### config.mk
export PLATFORM = sky130hd
export DESIGN_NAME = boot_load_ctrl
export DESIGN_NICKNAME = d
export VERILOG_FILES = /design/src/rtl/boot_load_ctrl.sv
export SDC_FILE = /design/constraint.sdc
export NUM_CORES = 1
export LEC_CHECK = 0
export CAP_MARGIN = 15
export CORE_ASPECT_RATIO = 1.5
export CORE_MARGIN = 10
export CORE_UTILIZATION = 30
export CTS_BUF_LIST = sky130_fd_sc_hd__clkbuf_4
export DETAILED_ROUTE_END_ITERATION = 7
export HOLD_SLACK_MARGIN = 0.1
export SETUP_SLACK_MARGIN = 0.3
export SYNTH_ARGS = -nofsm -noshare
export SYNTH_HDL_FRONTEND = slang
export SYNTH_SLANG_ARGS = --single-unit
### constraint.sdc
create_clock -name clk -period 2.1 [get_ports clk]
set_input_delay 0.42 -clock clk [delete_from_list [all_inputs] [get_ports clk]]
set_output_delay 0.42 -clock clk [all_outputs]
set_load 0.05 [all_outputs]
### src/rtl/boot_load_ctrl.sv
// Boot loader: receives a length-prefixed little-endian word stream over UART, writes it to port B, then hands port B to the CPU.
// Optional feature macro: BOOT_CHECKSUM_EN (adds a trailing XOR checksum byte check).
module boot_load_ctrl #(
  parameter logic [31:0] BASE_ADDR      = 32'h0000_0000,
  parameter int unsigned MAX_WORDS      = 16384,
  parameter int unsigned TIMEOUT_CYCLES = 1_000_000
) (
  input  logic        clk,
  input  logic        rst,
  input  logic [7:0]  rx_data,
  input  logic        rx_valid,
  input  logic        boot_req,
  input  logic [31:0] cpu_addr,
  input  logic [31:0] cpu_wdata,
  input  logic        cpu_we,
  output logic [31:0] mem_addr,
  output logic [31:0] mem_wdata,
  output logic        mem_we,
  output logic        cpu_hold,
  output logic        uart_done,
  output logic        load_err,
  output logic [31:0] words_loaded
);

  localparam int unsigned      CNT_W    = $clog2(TIMEOUT_CYCLES + 1);
  localparam logic [CNT_W-1:0] CNT_LAST = CNT_W'(TIMEOUT_CYCLES - 1);
  localparam logic [31:0]      MAX_N    = 32'(MAX_WORDS);

  typedef enum logic [2:0] {
    S_IDLE,
    S_LEN,
    S_DATA,
`ifdef BOOT_CHECKSUM_EN
    S_CHK,
`endif
    S_DONE,
    S_ERR
  } state_t;

`ifdef BOOT_CHECKSUM_EN
  localparam state_t S_FIN = S_CHK;
`else
  localparam state_t S_FIN = S_DONE;
`endif

  state_t           state_q, state_d;
  logic [1:0]       idx_q, idx_d;
  logic [23:0]      word_q, word_d;
  logic [31:0]      len_q, len_d;
  logic [31:0]      words_q, words_d;
  logic [CNT_W-1:0] cnt_q, cnt_d;
  logic             started_q, started_d;
  logic             wr_en_q, wr_en_d;
  logic [31:0]      wr_addr_q, wr_addr_d;
  logic [31:0]      wr_data_q, wr_data_d;
  logic             hold_q, done_q, err_q;
  logic [31:0]      assembled;
`ifdef BOOT_CHECKSUM_EN
  logic [7:0]       csum_q, csum_d;
`endif

  assign assembled = {rx_data, word_q};

  always_ff @(posedge clk) begin
    if (!rst) begin
      state_q   <= S_IDLE;
      idx_q     <= 2'd0;
      word_q    <= 24'd0;
      len_q     <= 32'd0;
      words_q   <= 32'd0;
      cnt_q     <= '0;
      started_q <= 1'b0;
      wr_en_q   <= 1'b0;
      wr_addr_q <= 32'd0;
      wr_data_q <= 32'd0;
      hold_q    <= 1'b1;
      done_q    <= 1'b0;
      err_q     <= 1'b0;
`ifdef BOOT_CHECKSUM_EN
      csum_q    <= 8'd0;
`endif
    end else begin
      state_q   <= state_d;
      idx_q     <= idx_d;
      word_q    <= word_d;
      len_q     <= len_d;
      words_q   <= words_d;
      cnt_q     <= cnt_d;
      started_q <= started_d;
      wr_en_q   <= wr_en_d;
      wr_addr_q <= wr_addr_d;
      wr_data_q <= wr_data_d;
      hold_q    <= (state_d != S_DONE);
      done_q    <= (state_d == S_DONE);
      err_q     <= (state_d == S_ERR);
`ifdef BOOT_CHECKSUM_EN
      csum_q    <= csum_d;
`endif
    end
  end

  // Next-state and loader datapath
  always_comb begin
    state_d   = state_q;
    idx_d     = idx_q;
    word_d    = word_q;
    len_d     = len_q;
    words_d   = words_q;
    cnt_d     = cnt_q;
    started_d = started_q;
    wr_en_d   = 1'b0;
    wr_addr_d = wr_addr_q;
    wr_data_d = wr_data_q;
`ifdef BOOT_CHECKSUM_EN
    csum_d    = csum_q;
`endif
    case (state_q)
      S_IDLE: state_d = S_LEN;
      S_LEN, S_DATA: begin
`ifndef BOOT_CHECKSUM_EN
        // Last write is in flight this cycle; release the CPU on the next one
        if (state_q == S_DATA && words_q == len_q) begin
          state_d = S_DONE;
        end else
`endif
        if (rx_valid) begin
          cnt_d     = '0;
          started_d = 1'b1;
          idx_d     = idx_q + 2'd1;
          word_d    = {rx_data, word_q[23:8]};
`ifdef BOOT_CHECKSUM_EN
          csum_d    = csum_q ^ rx_data;
`endif
          if (idx_q == 2'd3) begin
            if (state_q == S_LEN) begin
              len_d = assembled;
              if (assembled == 32'd0)    state_d = S_FIN;
              else if (assembled > MAX_N) state_d = S_ERR;
              else                        state_d = S_DATA;
            end else begin
              wr_en_d   = 1'b1;
              wr_addr_d = BASE_ADDR + {words_q[29:0], 2'b00};
              wr_data_d = assembled;
              words_d   = words_q + 32'd1;
`ifdef BOOT_CHECKSUM_EN
              if (words_q + 32'd1 == len_q) state_d = S_CHK;
`endif
            end
          end
        end else if (started_q) begin
          if (cnt_q == CNT_LAST) state_d = S_ERR;
          else                   cnt_d   = cnt_q + CNT_W'(1);
        end
      end
`ifdef BOOT_CHECKSUM_EN
      S_CHK: begin
        if (rx_valid) state_d = (rx_data == csum_q) ? S_DONE : S_ERR;
      end
`endif
      S_DONE, S_ERR: begin
        if (boot_req) begin
          state_d   = S_LEN;
          idx_d     = 2'd0;
          word_d    = 24'd0;
          words_d   = 32'd0;
          cnt_d     = '0;
          started_d = 1'b0;
`ifdef BOOT_CHECKSUM_EN
          csum_d    = 8'd0;
`endif
        end
      end
      default: state_d = S_IDLE;
    endcase
  end

  // Port B owner: CPU only once loading is done
  always_comb begin
    if (state_q == S_DONE) begin
      mem_addr  = cpu_addr;
      mem_wdata = cpu_wdata;
      mem_we    = cpu_we;
    end else begin
      mem_addr  = wr_addr_q;
      mem_wdata = wr_data_q;
      mem_we    = wr_en_q;
    end
  end

  assign cpu_hold     = hold_q;
  assign uart_done    = done_q;
  assign load_err     = err_q;
  assign words_loaded = words_q;

endmodule

== After elaboration in Yosys (flattened, before gate mapping) ==
Cells that the tools add are included.

* Bits in registers: 180
* Bits of input ports: 77
* Output and inout port bits: 100
* Word-level logic and storage cells: 90

* Add/sub/neg operators: 3
* Order comparisons: 1
* Equality and inequality tests: 17
* Mux-type cells: 38
* Bitwise operators: 6
* Reduce and logical (&&, ||, !) cells: 12

{| class="wikitable"
|+ Operators by type and width
! kind !! number
|-
| 2-to-1 mux 32 bit || 7
|-
| 2-to-1 mux 20 bit || 5
|-
| 2-to-1 mux 24 bit || 3
|-
| case mux 32 bit (2 select lines) || 1
|-
| case mux 24 bit (2 select lines) || 1
|-
| case mux 20 bit (2 select lines) || 1
|-
| adder 32 x 1 -> 32 bit (second input constant) || 1
|-
| == test 32 bit || 1
|-
| greater-than comparator 32 x 15 -> 1 bit (second input constant) || 1
|-
| zero test 32 bit || 1
|-
| 2-to-1 mux 3 bit || 9
|-
| adder 20 x 1 -> 20 bit (second input constant) || 1
|-
| == test 20 bit (second input constant) || 1
|-
| AND reduction 5 bit || 3
|-
| inequality test 2 bit (second input constant) || 5
|-
| == test 3 x 2 -> 1 bit (second input constant) || 3
|-
| case mux 3 bit (3 select lines) || 1
|-
| == test 3 bit (second input constant) || 2
|-
| 2-to-1 mux 2 bit || 3
|-
| inequality test 3 bit (second input constant) || 2
|-
| inverter 1 bit || 6
|-
| AND reduction 6 bit || 1
|-
| 2-to-1 mux 1 bit || 5
|-
| OR reduction 5 bit || 1
|-
| 11 further kinds || 12
|}

== Logic depth before layout (Yosys ltp) ==
Gate-level depths: netlist (run 1).

* Depth after elaboration: 9
* Mapped depth: 10

== Worst setup path before layout (run 1) ==
Ideal clock, no wire load.

* Path type: register -> register
* Start: register words_q[25], in the netlist words_loaded[25]
* End: register state_q[0]
* Library setup time: 0.103 ns
* Arrival: 2.281 ns
* Required time: 1.997 ns
* Slack: -0.285 ns
* Stages on the path, launching flop included: 9
* Path buffers: 2
* Cell sequence: dfxtp_1 -> xor2_1 -> or2_2 -> nor4_4 -> and4_4 -> buf_6 -> buf_6 -> nor3b_1 -> a2111oi_2

* Longest elaborated chain between the ends: 4

{| class="wikitable"
|+ RTL lines
! item !! line !! source
|-
| from (decl) || 50 || <nowiki>logic [31:0] words_q, words_d;</nowiki>
|-
| from (signal assigned) || 87 || <nowiki>words_q <= words_d;</nowiki>
|-
| == test 32 bit || 122 || <nowiki>if (state_q == S_DATA && words_q == len_q) begin</nowiki>
|-
| logical AND 1 bit || 122 ||
|-
| 2-to-1 mux 3 bit || 122 ||
|-
| case mux 3 bit (3 select lines) || 117 || <nowiki>case (state_q)</nowiki>
|-
| to (signal assigned) || 83 || <nowiki>state_q <= state_d;</nowiki>
|-
| to (decl) || 46 || <nowiki>state_t state_q, state_d;</nowiki>
|}

Every way passes these cells.
A chain may end at the register's enable or synchronous reset.

== Worst setup path in the final report (run 1) ==
* Start: register state_q[2]
* End: output mem_addr[24]

* Longest elaborated chain between the ends: 2

{| class="wikitable"
|+ RTL lines
! item !! line !! source
|-
| == test 3 x 2 -> 1 bit || 179 || <nowiki>if (state_q == S_DONE) begin</nowiki>
|-
| 2-to-1 mux 32 bit || 179 ||
|-
| to (decl) || 16 || <nowiki>output logic [31:0] mem_addr,</nowiki>
|}

Every way passes these cells.

==> metrics.md, run 1 <==
| Metric | Value |
|---|---|
| Start-to-end type of the worst setup path | reg2out |
| Sequential share of the synthesized area | 39.0% |
| Setup slack after layout | -459 ps |
| Largest net degree at the start of global routing | 61 |
| Required arrival time at the worst endpoint | 1680 ps |
| Max-capacitance violation count | 0 |
| Maximum net fanout on the critical path | 8 |
| Gpl congestion | 0.894 |
| Class of the most critical hold timing path | reg2reg |
| Total Power | 6460 µW |
| Placed wire-length estimate after detailed placement | 25,900 µm |
| Total number of vias | 10,300 |
| Synthesized instance count | 1,235 |
| RSZ-0062 raised after global routing | yes |
| Wire length on met2 | 19,400 µm |
| Setup crit start | state_q[2]$_SDFF_PN0_ |
| Max-slew violation count | 0 |
| Worst setup path endpoint | mem_addr[24] |
| Final Skew | 19.6 ps |
| Number of synthesized register bits | 180 |
| Clock-pin slew on the worst setup and hold paths | 140 ps |
| Antenna-violating nets left | 0 |
| Max Clock Freq | 0.391 GHz |
| Number of antenna violations at the first check in global routing | 2 |
| Endpoint of the most critical register-to-register path | words_loaded[20]$_SDFFE_PN0P_ |
| Number of fill cells in the layout | 2,835 |
| Synth Warn # | 0 |
| Async set or reset register ratio after synthesis | 0% |
| Count of cells along the worst register-to-register path | 5 |
| DRC violations left | 0 |
| Main area contributors after synthesis | dfxtp_1, nand2_1, a21oi_1, nand3_1, o21ai_0 |
| First-pass GRT wire length | 56,300 µm |
| Library cell with the largest summed area after synthesis | dfxtp_1 |
| Failing checks | setup timing |
| Synth unique cells | 64 |
| Rel. slew slack | 67.7% |
| Synthesized net count | 1,315 |
| Hold Path Stages | 2 |
| Dominant register cell in the synthesized netlist | dfxtp_1 |
| Top sig layer | met5 |
| Launching element type of the critical path | flop |
| CTS Buffer Depth | 2 |
| Gr usage total | 18.3% |
| Standard-cell rows | 78 |
| Number of sinks on the clock net | 180 |
| Layout overhead on the synthesized area | 65.1% |
| Hold_buf cts | 0 |
| Number of buffers created by CTS | 17 |
| Setup TNS | -44,590 ps |
| Congestion Overflow GR | 0 |
| Full die area | 38,400 µm² |
| Result of the run | complete, but fails checks |
| IO buf count | 176 |
| Number of H-tree levels | 4 |
| Met1 wire length | 13,700 µm |
| Worst setup timing slack at the placement stage | -607 ps |
| IR drop worst, VDD | 0.000297 V |
| Number of design-rule violations left by the first detailed-router iteration | 690 |
| Count of TritonRoute iterations in the first routing pass | 5 |
| CTS tree | yes |
| Final #Nets | 1,618 |
| Floorplan die width | 163 µm |
| Leakage dissipation | 0.00600 µW |
| Final critical-path required period | 2560 ps |
| Post-synth EDFFs | 0 |
| Total Routed Length | 36,200 µm |
| Hold Vio Cnt, Final | 0 |
| Initial Utilization | 30.4% |
| Data arrival time at the worst-slack endpoint | 2140 ps |
| Setup crit end kind | output port |
| Routed vias/inst | 5.27 |
| Clock tree root driver cell | clkbuf_4 |
| Clock network latency to the later pin of the worst-skew pair | 630 ps |
| Startpoint of the lowest-slack register-to-register path | state_q[1]$_SDFF_PN0_ |
| Reg2reg setup slack | -210 ps |
| Post-Synthesis Cell Area | 9240 µm² |
| Final setup viols | 209 |
| Worst slew pin tran | 483 ps |
| Share of Yosys cell area claimed by the top area cell type | 39.0% |
| Synthesized area per cell | 7.48 µm² |
| Number of ports placed on the die boundary | 177 |
| Utilization of the core after routing | 50.2% |
| Number of global-route vias before repair | 10,300 |
| DIE HEIGHT | 235 µm |
| DR WL met3 | 1740 µm |
| Power density over cell area | 424 nW/µm² |
| Period Utilization, post-route | 122% |
| Detailed-route wire length per cell | 18.6 µm |
| Fraction of final layout cells sized beyond drive strength 1 | 36.2% |
| Standard cell core area | 30,400 µm² |
cell type report:
class	instances	area (µm²)	area share, %
Tap cell	400	500	3.28
Antenna cell	1	2.50	0.0164
Sequential cell	180	3720	24.4
Clock inverter	14	221	1.45
Inverter	6	23.8	0.156
Timing Repair Buffer	383	4390	28.8
Multi-Input combinational cell	950	6260	41.1
Clock buffer	18	135	0.886
worst max-delay path, cell delays in order (launching register included):
cell and delay, ps:
dfxtp_4 380, buf_6 110, and3b_4 350, buf_12 120
buf_8 110, buf_16 150, nand2_1 100, nand2_4 70
buf_12 130
synth_stat cells (2+ instances only):
cell type  count
a211oi_1       2
or4b_1         2
inv_1          5
dfxtp_1      180
a21oi_1      135
or4_1         30
nand2_1      344
nand3_1       80
buf_4          7
nor3_1        19
clkbuf_1      65
o22ai_1        2
a41o_1         2
buf_1          4
nand4_1       35
nor2_1        21
buf_6          7
mux2i_1       32
nor4_1        15
o311a_1        3
xor2_1         9
and2_1         4
or3_1         10
or3b_2         2
nor3b_1        4
o21ai_1        5
buf_2         15
o21ai_0       66
o21a_1         4
xnor2_1       27
ha_1           3
o31ai_1       31
and3_1         8
and4_1         5
nand2b_1      10
o211ai_1       9
nand4b_1       3
o21ai_2        2
nand3b_1       3
per-layer routing:
layer / up-vias / GRT usage, %
met2: 302 / 32.9
li1: 4987 / -
met4: 2 / 8.20
met5: - / 0
met3: 66 / 3.72
met1: 4938 / 19.9
cells in the final DEF, fill, tap and decap left out, drive strengths merged, types with 2 or more instances in the layout:
cell,netlist,final
or4,30,30
inv,6,11
nor3,19,19
ha,3,3
a211oi,2,2
buf,33,304
xnor2,27,27
nand4b,3,3
and3,9,9
nand3b,3,3
o21a,4,4
o211ai,9,9
and4,6,6
and2,4,4
xor2,9,9
nor4,16,16
dfxtp,180,180
nand3,81,81
bufinv,0,5
clkbuf,66,21
o311a,3,3
clkinv,0,4
nand4,36,36
nor3b,4,4
o22ai,2,2
o31ai,31,31
mux2i,32,32
nor2,21,21
or3b,2,2
or3,10,10
nand2b,10,10
o21ai,73,73
a41o,2,2
a21oi,135,135
clkdlybuf4s50,0,76
nand2,344,344
or4b,2,2
where the power goes:
part / internal, µW / switching [µW] / leakage, µW / total (µW)
combinational: 312 / 315 / 0.00433 / 627
sequential: 3410 / 28.3 / 0.00148 / 3440
clock: 1100 / 1290 / 0.000189 / 2390
state kept, by name, indices dropped and copies added, names as in the netlist:
signal / count
len_q: 32
words_loaded: 32
wr_data_q: 32
wr_addr_q: 30
word_q: 24
cnt_q: 20
state_q: 3
idx_q: 2
cpu_hold: 1
load_err: 1
started_q: 1
uart_done: 1
wr_en_q: 1
cells by family after synthesis:
family | Yosys count | share of synthesized area (%)
AND/OR/NAND/NOR | 605 | 31.2
multiplexers | 32 | 3.47
XOR/XNOR | 36 | 3.41
buffers and inverters | 105 | 5.34
adder cells (fa/ha/maj) | 3 | 0.406
flip-flops | 180 | 39.0
AO/OA/AOI/OAI | 274 | 17.1
worst min-delay path by stage:
stage / startpoint / slack, ps / endpoint
after floorplan: idx_q[0]$_SDFFE_PN0P_ / 420 / idx_q[0]$_SDFFE_PN0P_
after global placement: idx_q[1]$_SDFFE_PN0P_ / 460 / idx_q[1]$_SDFFE_PN0P_
after detailed placement: len_q[11]$_SDFFE_PN0P_ / 460 / len_q[11]$_SDFFE_PN0P_
after CTS: rx_data[4] / 470 / word_q[20]$_SDFFE_PN0P_
after global routing: rx_data[5] / 490 / word_q[21]$_SDFFE_PN0P_
final: len_q[0]$_SDFFE_PN0P_ / 480 / len_q[0]$_SDFFE_PN0P_
stage by stage:
stage	cells	cell area (µm²)	hold slack (ps)
finish	1952	15200	481
global route	1952	15200	489
CTS	1943	14900	466
detailed placement	1893	13800	462
global placement	1893	13800	456
floorplan	1235	9990	421
timing repair:
action                                 CTS  global route
resized for setup                      207            66
endpoints found under the hold margin    0             0
setup endpoints to repair              242           262
gates cloned                             6             3
setup buffers                           12             5
pin swaps                               29            39
No activity file was read; power rests on OpenSTA's default activity.
==> run 2: changes to the inputs <==
--- a/config.mk
+++ b/config.mk
@@ -9,7 +9,6 @@
 export CORE_ASPECT_RATIO = 1.5
 export CORE_MARGIN = 10
 export CORE_UTILIZATION = 30
-export CTS_BUF_LIST = sky130_fd_sc_hd__clkbuf_4
 export DETAILED_ROUTE_END_ITERATION = 7
 export HOLD_SLACK_MARGIN = 0.1
 export SETUP_SLACK_MARGIN = 0.3
==> run 2 against run 1 <==
The run still ends with setup timing left; clock skew is 10 ps lower; flip-flop and latch count is the same; largest power group is now clock; critical path type unchanged; highest routed layer unchanged; worst hold slack got worse by 53 ps; setup slack improved by 200 ps; global-route usage about the same.
==> metrics.md, run 2 (synthesized netlist as in run 1, its figures left out) <==
| Metric | Value |
|---|---|
| Standard-cell rows | 78 |
| Number of buffers created by CTS | 17 |
| DRC violations left | 0 |
| Multi-input gate area in the final layout | 7450 µm² |
| Number of sinks on the clock net | 180 |
| DIE HEIGHT | 235 µm |
| Setup crit end kind | output port |
| IR drop worst, VDD | 0.000518 V |
| Number of ports placed on the die boundary | 177 |
| Final Skew | 9.26 ps |
| Period Utilization, post-route | 112% |
| Post-place instance area | 13,800 µm² |
| Post-layout instance area | 17,700 µm² |
| Clock tree root driver cell | clkbuf_16 |
| Gpl congestion | 0.894 |
| Number of fill cells in the layout | 2,466 |
| Sequential standard cell area | 3730 µm² |
| Count of TritonRoute iterations in the first routing pass | 6 |
| Rel. slew slack | 46.0% |
| Max-capacitance violation count | 0 |
| Post-Route Hold Slack | 428 ps |
| Instance count after placement with tap cells included | 1,893 |
| Gr usage total | 18.3% |
| First-pass GRT wire length | 56,100 µm |
| Data arrival time at the worst-slack endpoint | 1940 ps |
| Final critical-path required period | 2360 ps |
| Antenna-violating nets left | 0 |
| Floorplan die width | 163 µm |
| Hold Vio Cnt, Final | 0 |
| Total Power | 7760 µW |
| Total number of vias | 10,900 |
| Final Instance Count excl. Fillers | 2,005 |
| Number of global-route vias before repair | 10,200 |
| CTS Buffer Depth | 2 |
| Final setup viols | 202 |
| Layout overhead on the synthesized area | 91.7% |
| Number of design-rule violations left by the first detailed-router iteration | 749 |
| Max-slew violation count | 0 |
| CTS tree | yes |
| Leakage dissipation | 0.00671 µW |
| Number of H-tree levels | 4 |
| Standard cell core area | 30,400 µm² |
| IO buf count | 176 |
| Worst slew pin tran | 810 ps |
| Initial Utilization | 30.4% |
| Start-to-end type of the worst setup path | reg2out |
| Max Clock Freq | 0.423 GHz |
| Result of the run | complete, but fails checks |
| Placed wire-length estimate after detailed placement | 25,900 µm |
| RSZ-0062 raised after global routing | yes |
| Routed vias/inst | 5.45 |
| Final #Nets | 1,672 |
| Leading cell type in the layout, fill and taps excluded | nand2_1 |
| Fraction of final layout cells sized beyond drive strength 1 | 51.3% |
| Count of inserted antenna diode cells | 0 |
| Launching element type of the critical path | flop |
| Hold_buf cts | 0 |
| Largest net degree at the start of global routing | 65 |
| Required arrival time at the worst endpoint | 1680 ps |
| Total Routed Length | 41,400 µm |
| Detailed-route wire length per cell | 20.7 µm |
| Setup slack after layout | -261 ps |
| Clock network latency to the later pin of the worst-skew pair | 460 ps |
| Failing checks | setup timing |
| Most frequent cells in the layout | nand2_1, buf_4, dfxtp_1, buf_12, nand2_4 |
| Class of the most critical hold timing path | in2reg |
| Full die area | 38,400 µm² |
| Clock-pin slew on the worst setup and hold paths | 70 ps |
| Maximum net fanout on the critical path | 17 |
| Power density over cell area | 438 nW/µm² |
| Congestion Overflow GR | 0 |
| Number of antenna violations at the first check in global routing | 1 |
## run 2: layer usage
metal	wire [µm]	vias to the layer above	share of wire [%]	GRT usage (%)
met2	22100	437	53	33.3
met3	2420	113	5.8	3.69
met5	20	-	0.048	0
met4	1930	2	4.6	7.43
li1	-	5109	-	-
met1	14900	5271	36	19.8
## run 2: worst paths after layout
| kind | start | end | slack (ps) | depth (start not counted) |
|---|---|---|---|---|
| hold reg to reg | wr_addr_q[29]$_SDFFE_PN0P_ | wr_addr_q[29]$_SDFFE_PN0P_ | 460 | 2 |
| hold / removal | rx_data[6] | len_q[30]$_SDFFE_PN0P_ | 430 | 4 |
| setup reg to reg | words_loaded[25]$_SDFFE_PN0P_ | word_q[20]$_SDFFE_PN0P_ | -180 | 9 |
| setup / recovery | state_q[2]$_SDFF_PN0_ | mem_wdata[30] | -260 | 7 |
## run 2: layout make-up
class,count,area share [%]
Clock inverter,10,0.869
Sequential cell,180,21.1
Tap cell,400,2.83
Multi-Input combinational cell,952,42.1
Inverter,6,0.134
Timing Repair Buffer,435,30.2
Clock buffer,22,2.86
## run 2: what timing repair did
item,CTS,global route
resized for setup,93,485
setup buffers,13,32
cloned,6,29
setup endpoints to repair,229,241
pin swaps,9,187
## run 2: critical path: stages, from the launching register on
cell     delay, ps
dfxtp_4        350
buf_6          110
and3b_4        350
buf_4          160
buf_12         170
nand2_1        120
nand2_4         80
buf_12         130
## run 2: through the flow
stage               TNS, ps  setup slack [ps]  utilization, %
global route         -34060              -301            58.3
CTS                  -27740              -275            49.4
detailed placement   -24220              -607            45.6
floorplan                 0              51.9               -
finish               -23540              -261            58.3
global placement     -25880              -674            45.6
## run 2: power breakdown
group / switching [µW] / total [µW] / internal, µW
sequential: 30.4 / 3440 / 3410
combinational: 363 / 725 / 362
clock: 1490 / 3600 / 2110
total: 1880 / 7760 / 5880
==> run 3: changes to the inputs <==
--- a/config.mk
+++ b/config.mk
@@ -9,6 +9,7 @@
 export CORE_ASPECT_RATIO = 1.5
 export CORE_MARGIN = 10
 export CORE_UTILIZATION = 30
+export CTS_CLUSTER_SIZE = 20
 export DETAILED_ROUTE_END_ITERATION = 7
 export HOLD_SLACK_MARGIN = 0.1
 export SETUP_SLACK_MARGIN = 0.3
==> results of run 3 <==
No change in the layout: final DEF, timing and power equal those of run 2.
